===== config.mk =====
export PLATFORM = sky130hd
export DESIGN_NAME = uart_tx_arbiter
export DESIGN_NICKNAME = d
export VERILOG_FILES = /design/src/rtl/uart_tx_arbiter.sv
export SDC_FILE = /design/constraint.sdc
export NUM_CORES = 1
export LEC_CHECK = 0
export CORE_MARGIN = 2
export CORE_UTILIZATION = 38
export CTS_CLUSTER_SIZE = 28
export DETAILED_ROUTE_END_ITERATION = 10
export GPL_TIMING_DRIVEN = 0
export PLACE_DENSITY = 0.74
export SYNTH_ARGS = -nofsm -noshare
export SYNTH_HDL_FRONTEND = slang
export SYNTH_SLANG_ARGS = --single-unit
export TNS_END_PERCENT = 1

===== constraint.sdc =====
create_clock -name clk -period 1.7 [get_ports clk]
set_clock_uncertainty 0.05 [all_clocks]
set_input_delay 0.34 -clock clk [delete_from_list [all_inputs] [get_ports clk]]
set_output_delay 0.34 -clock clk [all_outputs]
set_load 0.01 [all_outputs]

===== src/rtl/uart_tx_arbiter.sv =====
// uart_tx_arbiter: shares one UART TX shifter between two byte sources
// with round-robin arbitration, packet lock, busy timeout and frame gap.
//
// Ports:
//   clk, reset        100 MHz clock, synchronous active-high reset
//   req_valid/_data/_last  two requesters; [7:0] is req 0, [15:8] req 1
//   req_ready         one-hot accept strobe, combinational
//   tx_data/tx_start  registered byte and one-cycle start to the shifter
//   tx_busy           shifter is sending a frame
//   grant             one-hot owner of the current/most recent transfer
//   locked, active    mid-packet lock, FSM not idle
//   err_timeout       sticky: tx_busy never answered a tx_start
module uart_tx_arbiter #(
  parameter int DATA_WIDTH   = 8,
  parameter int BUSY_TIMEOUT = 8,
  parameter int GAP_CYCLES   = 0
) (
  input  logic                    clk,
  input  logic                    reset,
  input  logic [1:0]              req_valid,
  input  logic [2*DATA_WIDTH-1:0] req_data,
  input  logic [1:0]              req_last,
  output logic [1:0]              req_ready,
  output logic [DATA_WIDTH-1:0]   tx_data,
  output logic                    tx_start,
  input  logic                    tx_busy,
  output logic [1:0]              grant,
  output logic                    locked,
  output logic                    active,
  output logic                    err_timeout
);

  localparam int TW = $clog2(BUSY_TIMEOUT) + 1;
  localparam int GW = $clog2(GAP_CYCLES) + 1;
  localparam logic [TW-1:0] T_LAST = TW'(BUSY_TIMEOUT - 1);
  localparam logic [GW-1:0] G_LAST = GW'(GAP_CYCLES - 1);

  typedef enum logic [2:0] {
    IDLE,
    START,
    WAIT_HI,
    WAIT_LO,
    GAP
  } state_t;

  localparam state_t DONE_ST = (GAP_CYCLES == 0) ? IDLE : GAP;

  state_t        state;
  state_t        state_nx;
  logic          last_grant;
  logic [1:0]    cand;
  logic          win;
  logic          accept;
  logic          t_expire;
  logic [TW-1:0] t_cnt;
  logic [GW-1:0] g_cnt;

  always_comb begin
    state_nx  = state;
    req_ready = 2'b00;
    cand      = 2'b00;
    win       = 1'b0;
    accept    = 1'b0;
    t_expire  = 1'b0;
    tx_start  = (state == START);
    active    = (state != IDLE);
    unique case (state)
      IDLE: begin
        // while locked only the owner (grant) may be picked
        cand = req_valid & {2{~tx_busy}}
             & (locked ? grant : 2'b11);
        if (cand == 2'b11) win = ~last_grant;
        else               win = cand[1];
        if ((|cand) && !reset) begin
          accept    = 1'b1;
          req_ready = win ? 2'b10 : 2'b01;
          state_nx  = START;
        end
      end
      START: state_nx = WAIT_HI;
      WAIT_HI: begin
        // a busy rise on the expiry cycle wins
        if (tx_busy) begin
          state_nx = WAIT_LO;
        end else if (t_cnt == T_LAST) begin
          t_expire = 1'b1;
          state_nx = DONE_ST;
        end
      end
      WAIT_LO: if (!tx_busy) state_nx = DONE_ST;
      GAP: if (g_cnt == G_LAST) state_nx = IDLE;
      default: state_nx = IDLE;
    endcase
  end

  always_ff @(posedge clk) begin
    if (reset) state <= IDLE;
    else       state <= state_nx;
  end

  always_ff @(posedge clk) begin
    if (reset) begin
      tx_data     <= '0;
      grant       <= 2'b00;
      locked      <= 1'b0;
      err_timeout <= 1'b0;
      last_grant  <= 1'b1;
      t_cnt       <= '0;
      g_cnt       <= '0;
    end else begin
      if (accept) begin
        tx_data    <= win ? req_data[2*DATA_WIDTH-1:DATA_WIDTH]
                          : req_data[DATA_WIDTH-1:0];
        grant      <= win ? 2'b10 : 2'b01;
        last_grant <= win;
        locked     <= ~req_last[win];
      end
      if (t_expire) begin
        err_timeout <= 1'b1;
        locked      <= 1'b0;
      end
      // counts cycles since the tx_start pulse
      if (accept)
        t_cnt <= '0;
      else if (state == START || state == WAIT_HI)
        t_cnt <= t_cnt + 1'b1;
      if (state == GAP) g_cnt <= g_cnt + 1'b1;
      else              g_cnt <= '0;
    end
  end

endmodule

==> impl_metrics.py <==
metrics = {
    "clock_tree": {
        "cts_tree": "done",
        "clkLatencyLatePin_ns": 0.29,
        "cts_sinks": 19,
        "path_clk_slew_ns": 0.11,
        "cts_buffer_depth": 2,
        "cts.htree.levels": 1,
        "root_buffer": "clkbuf_4",
        "cts_buffers": 3,
    },
    "floorplanning": {
        "dieArea_sq_um": 3090,
        "ios": 39,
        "fp.dieH_um": 55.6,
        "row_count": 18,
        "initial_core_util_pct": 40.5,
        "die_x_um": 55.6,
        "core_sq_um": 2500,
    },
    "pwr": {
        "powerDensity_nw_per_um2": 1190,
        "power_leakage_nw": 0.634,
        "peakVddDrop_mv": 1.07,
    },
    "detailed_routing": {
        "wirelength_mm": 2.42,
        "routedWlPerCell_um": 13.9,
        "viasPerCell": 5.35,
        "dr.first_iter.drc_count": 13,
        "drc": 0,
        "vias": 931,
        "ant_nets": 0,
        "drt_first_pass_iters": 4,
    },
    "sta": {
        "slew_violations": 0,
        "finalHoldViolCount": 0,
        "period_needed_ns": 2.18,
        "setup_tns_ns": -1.50,
        "max_freq_mhz": 460,
        "tightest_slew_ns": 0.391,
        "post-route-period-util_pct": 128,
        "setup_ws_ns": -0.475,
        "grt_setup_unrepaired": "yes",
        "slew_headroom_pct": 73.2,
        "setup_viol": 11,
    },
    "synthesis": {
        "synth_edf_count": 0,
        "syn_inst": 99,
        "synth_area_leaders": "dfxtp_1 38%, a221o_1 7.9%, ha_1 7.4%",
        "yosysSeqAreaShare_pct": 37.6,
        "yosys.area.top_type_share_pct": 37.6,
        "synth_flop_cell": "dfxtp_1",
        "ys_ff_latch": 19,
        "synth.distinct_cells": 37,
        "synth_nets": 128,
        "synth_most_common_cell": "dfxtp_1",
        "synth_top_cell_by_area": "dfxtp_1",
        "yosys_warnings": 0,
        "synthTopCellsByCount": "19 x dfxtp_1, 12 x nor2_1, 8 x a221o_1, 8 x nor3b_1, 6 x ha_1",
        "synthArstFlopShare_pct": 0,
        "syn_area_sq_um": 1010,
        "synth_area_per_cell_sq_um": 10.2,
    },
    "global_route": {
        "grt_usage_pct": 16.5,
        "grt_max_degree": 11,
        "grt_pass1_wl_mm": 4.17,
        "antenna_found_initial": 0,
        "grt_pass1_vias": 939,
        "grt.overflow.total": 0,
    },
    "place": {
        "dp_slack_ns": -1.05,
        "hpwlAfterDp_mm": 1.81,
        "io_buffer_count": 37,
        "place_congestion": 0.828,
    },
    "setup_path": {
        "arrival_ns": 1.79,
        "slowest_stage": "or3b_4",
        "path_common_cell": "buf_6",
        "slowest_delay_ns": 0.39,
        "path_max_fanout": 4,
        "start_kind": "flip-flop",
        "critPathCaptureType": "output pin",
        "cp_cell_sequence": "nor2b_4 > or3b_4 > a2111oi_4 > buf_6 > buf_6",
        "crit_type": "reg2out",
        "crit_required_ns": 1.31,
    },
    "flow_run": {
        "drv_cap": 0,
    },
    "finish": {
        "drive_gt1_share_pct": 25.7,
        "fillers": 228,
        "diodes": 0,
        "area_delta_synth_final_pct": 51.3,
        "nNetsFinal": 174,
    },
    "run_status": {
        "violations": "setup timing",
        "status": "finished, violations left",
    },
    "min_path": {
        "hp-class": "in2reg",
    },
}
-- path summary, 6_finish.rpt --
kind	start	to	slack, ns	cells after the start
max	locked$_SDFFE_PP0P_	req_ready[1]	-0.48	5
min	reset	locked$_SDFFE_PP0P_	0.44	4
max reg2reg	locked$_SDFFE_PP0P_	tx_data[2]$_SDFFE_PP0P_	-0.09	6
min reg2reg	err_timeout$_SDFFE_PP0P_	err_timeout$_SDFFE_PP0P_	0.45	2
-- critical path, delay by kind of cell (launching register included) --
kind	cells	cell delay, ns
and+or+nand+nor	2	0.51
AOI/OAI and AO/OA	1	0.38
DFF	1	0.35
buffers and inverters	2	0.25
-- logic make-up (layout without fill, tap and decap cells) --
family          Yosys count  after routing  share of synthesized area (%)
xor+xnor                  3              3                           2.60
compound gates           24             24                           21.9
flops                    19             19                           37.6
mux                       1              1                          0.989
simple gates             38             38                           24.2
fa+ha+maj                 6              6                           7.42
buf+inv                   8             53                           5.31
-- per-layer routing --
layer,part of all wire [%],GRT usage (%),vias to the layer above
met5,0,0,-
met1,46,22.4,443
li1,-,-,460
met3,5.6,4.19,0
met4,0,5.92,0
met2,48,25.3,28
-- layout make-up --
class | count | area (sq um) | area share, %
buffer | 5 | 42.5 | 2.78
clock buffer | 4 | 26.3 | 1.72
inverter | 3 | 16.3 | 1.06
multi-input combinational | 72 | 612 | 40.0
sequential | 19 | 389 | 25.4
tap | 30 | 37.5 | 2.45
timing repair buffer | 41 | 408 | 26.6
-- power by group --
group          switching, mW  total (mW)  leakage, nW  internal (mW)
logic                  0.434       0.944        0.462          0.511
registers             0.0864       0.641        0.158          0.554
clock network          0.141       0.232       0.0150         0.0913
-- stage by stage --
step / cells / hold WS, ns / util (%) / instance area [sq um] / total power, mW
final: 174 / 0.437 / 61.3 / 1530 / 1.82
after global routing: 174 / 0.451 / 61.3 / 1530 / 1.95
after CTS: 174 / 0.424 / 60.6 / 1510 / 1.80
after detailed placement: 166 / 0.419 / 56.9 / 1420 / 1.46
after global placement: 166 / 0.411 / 56.9 / 1420 / 1.44
after floorplan: 99 / 0.381 / - / 1010 / 1.13
-- cell usage in the layout (no fill, tap or decap), types with 2 or more instances in the layout --
master / netlist / layout
a211oi_1: 3 / 2
a221o_1: 8 / 8
buf_4: 2 / 6
buf_6: 2 / 4
clkbuf_4: 0 / 3
clkdlybuf4s50_1: 0 / 28
dfxtp_1: 19 / 14
dfxtp_2: 0 / 4
dlygate4sd2_1: 0 / 3
dlymetal6s2s_1: 0 / 3
ha_1: 6 / 5
inv_2: 0 / 2
nand2_1: 3 / 3
nor2_1: 12 / 11
nor3_1: 2 / 2
nor3b_1: 8 / 8
o21ai_0: 3 / 2
o21bai_1: 2 / 2
or2_2: 2 / 2
xor2_1: 2 / 2
-- what timing repair did --
item | CTS | global route
hold buffers | 0 | 0
pin swaps | 5 | 2
buffers inserted | 4 | 0
endpoints found under the setup margin | 21 | 18
gates resized for setup | 29 | 7
cloned | 0 | 0
-- sequential cells by signal (all words and copies together) (netlist names) --
register     cells
locked           1
grant            2
err_timeout      1
t_cnt            4
last_grant       1
state            2
tx_data          8
(Power assumes the default switching activity.)
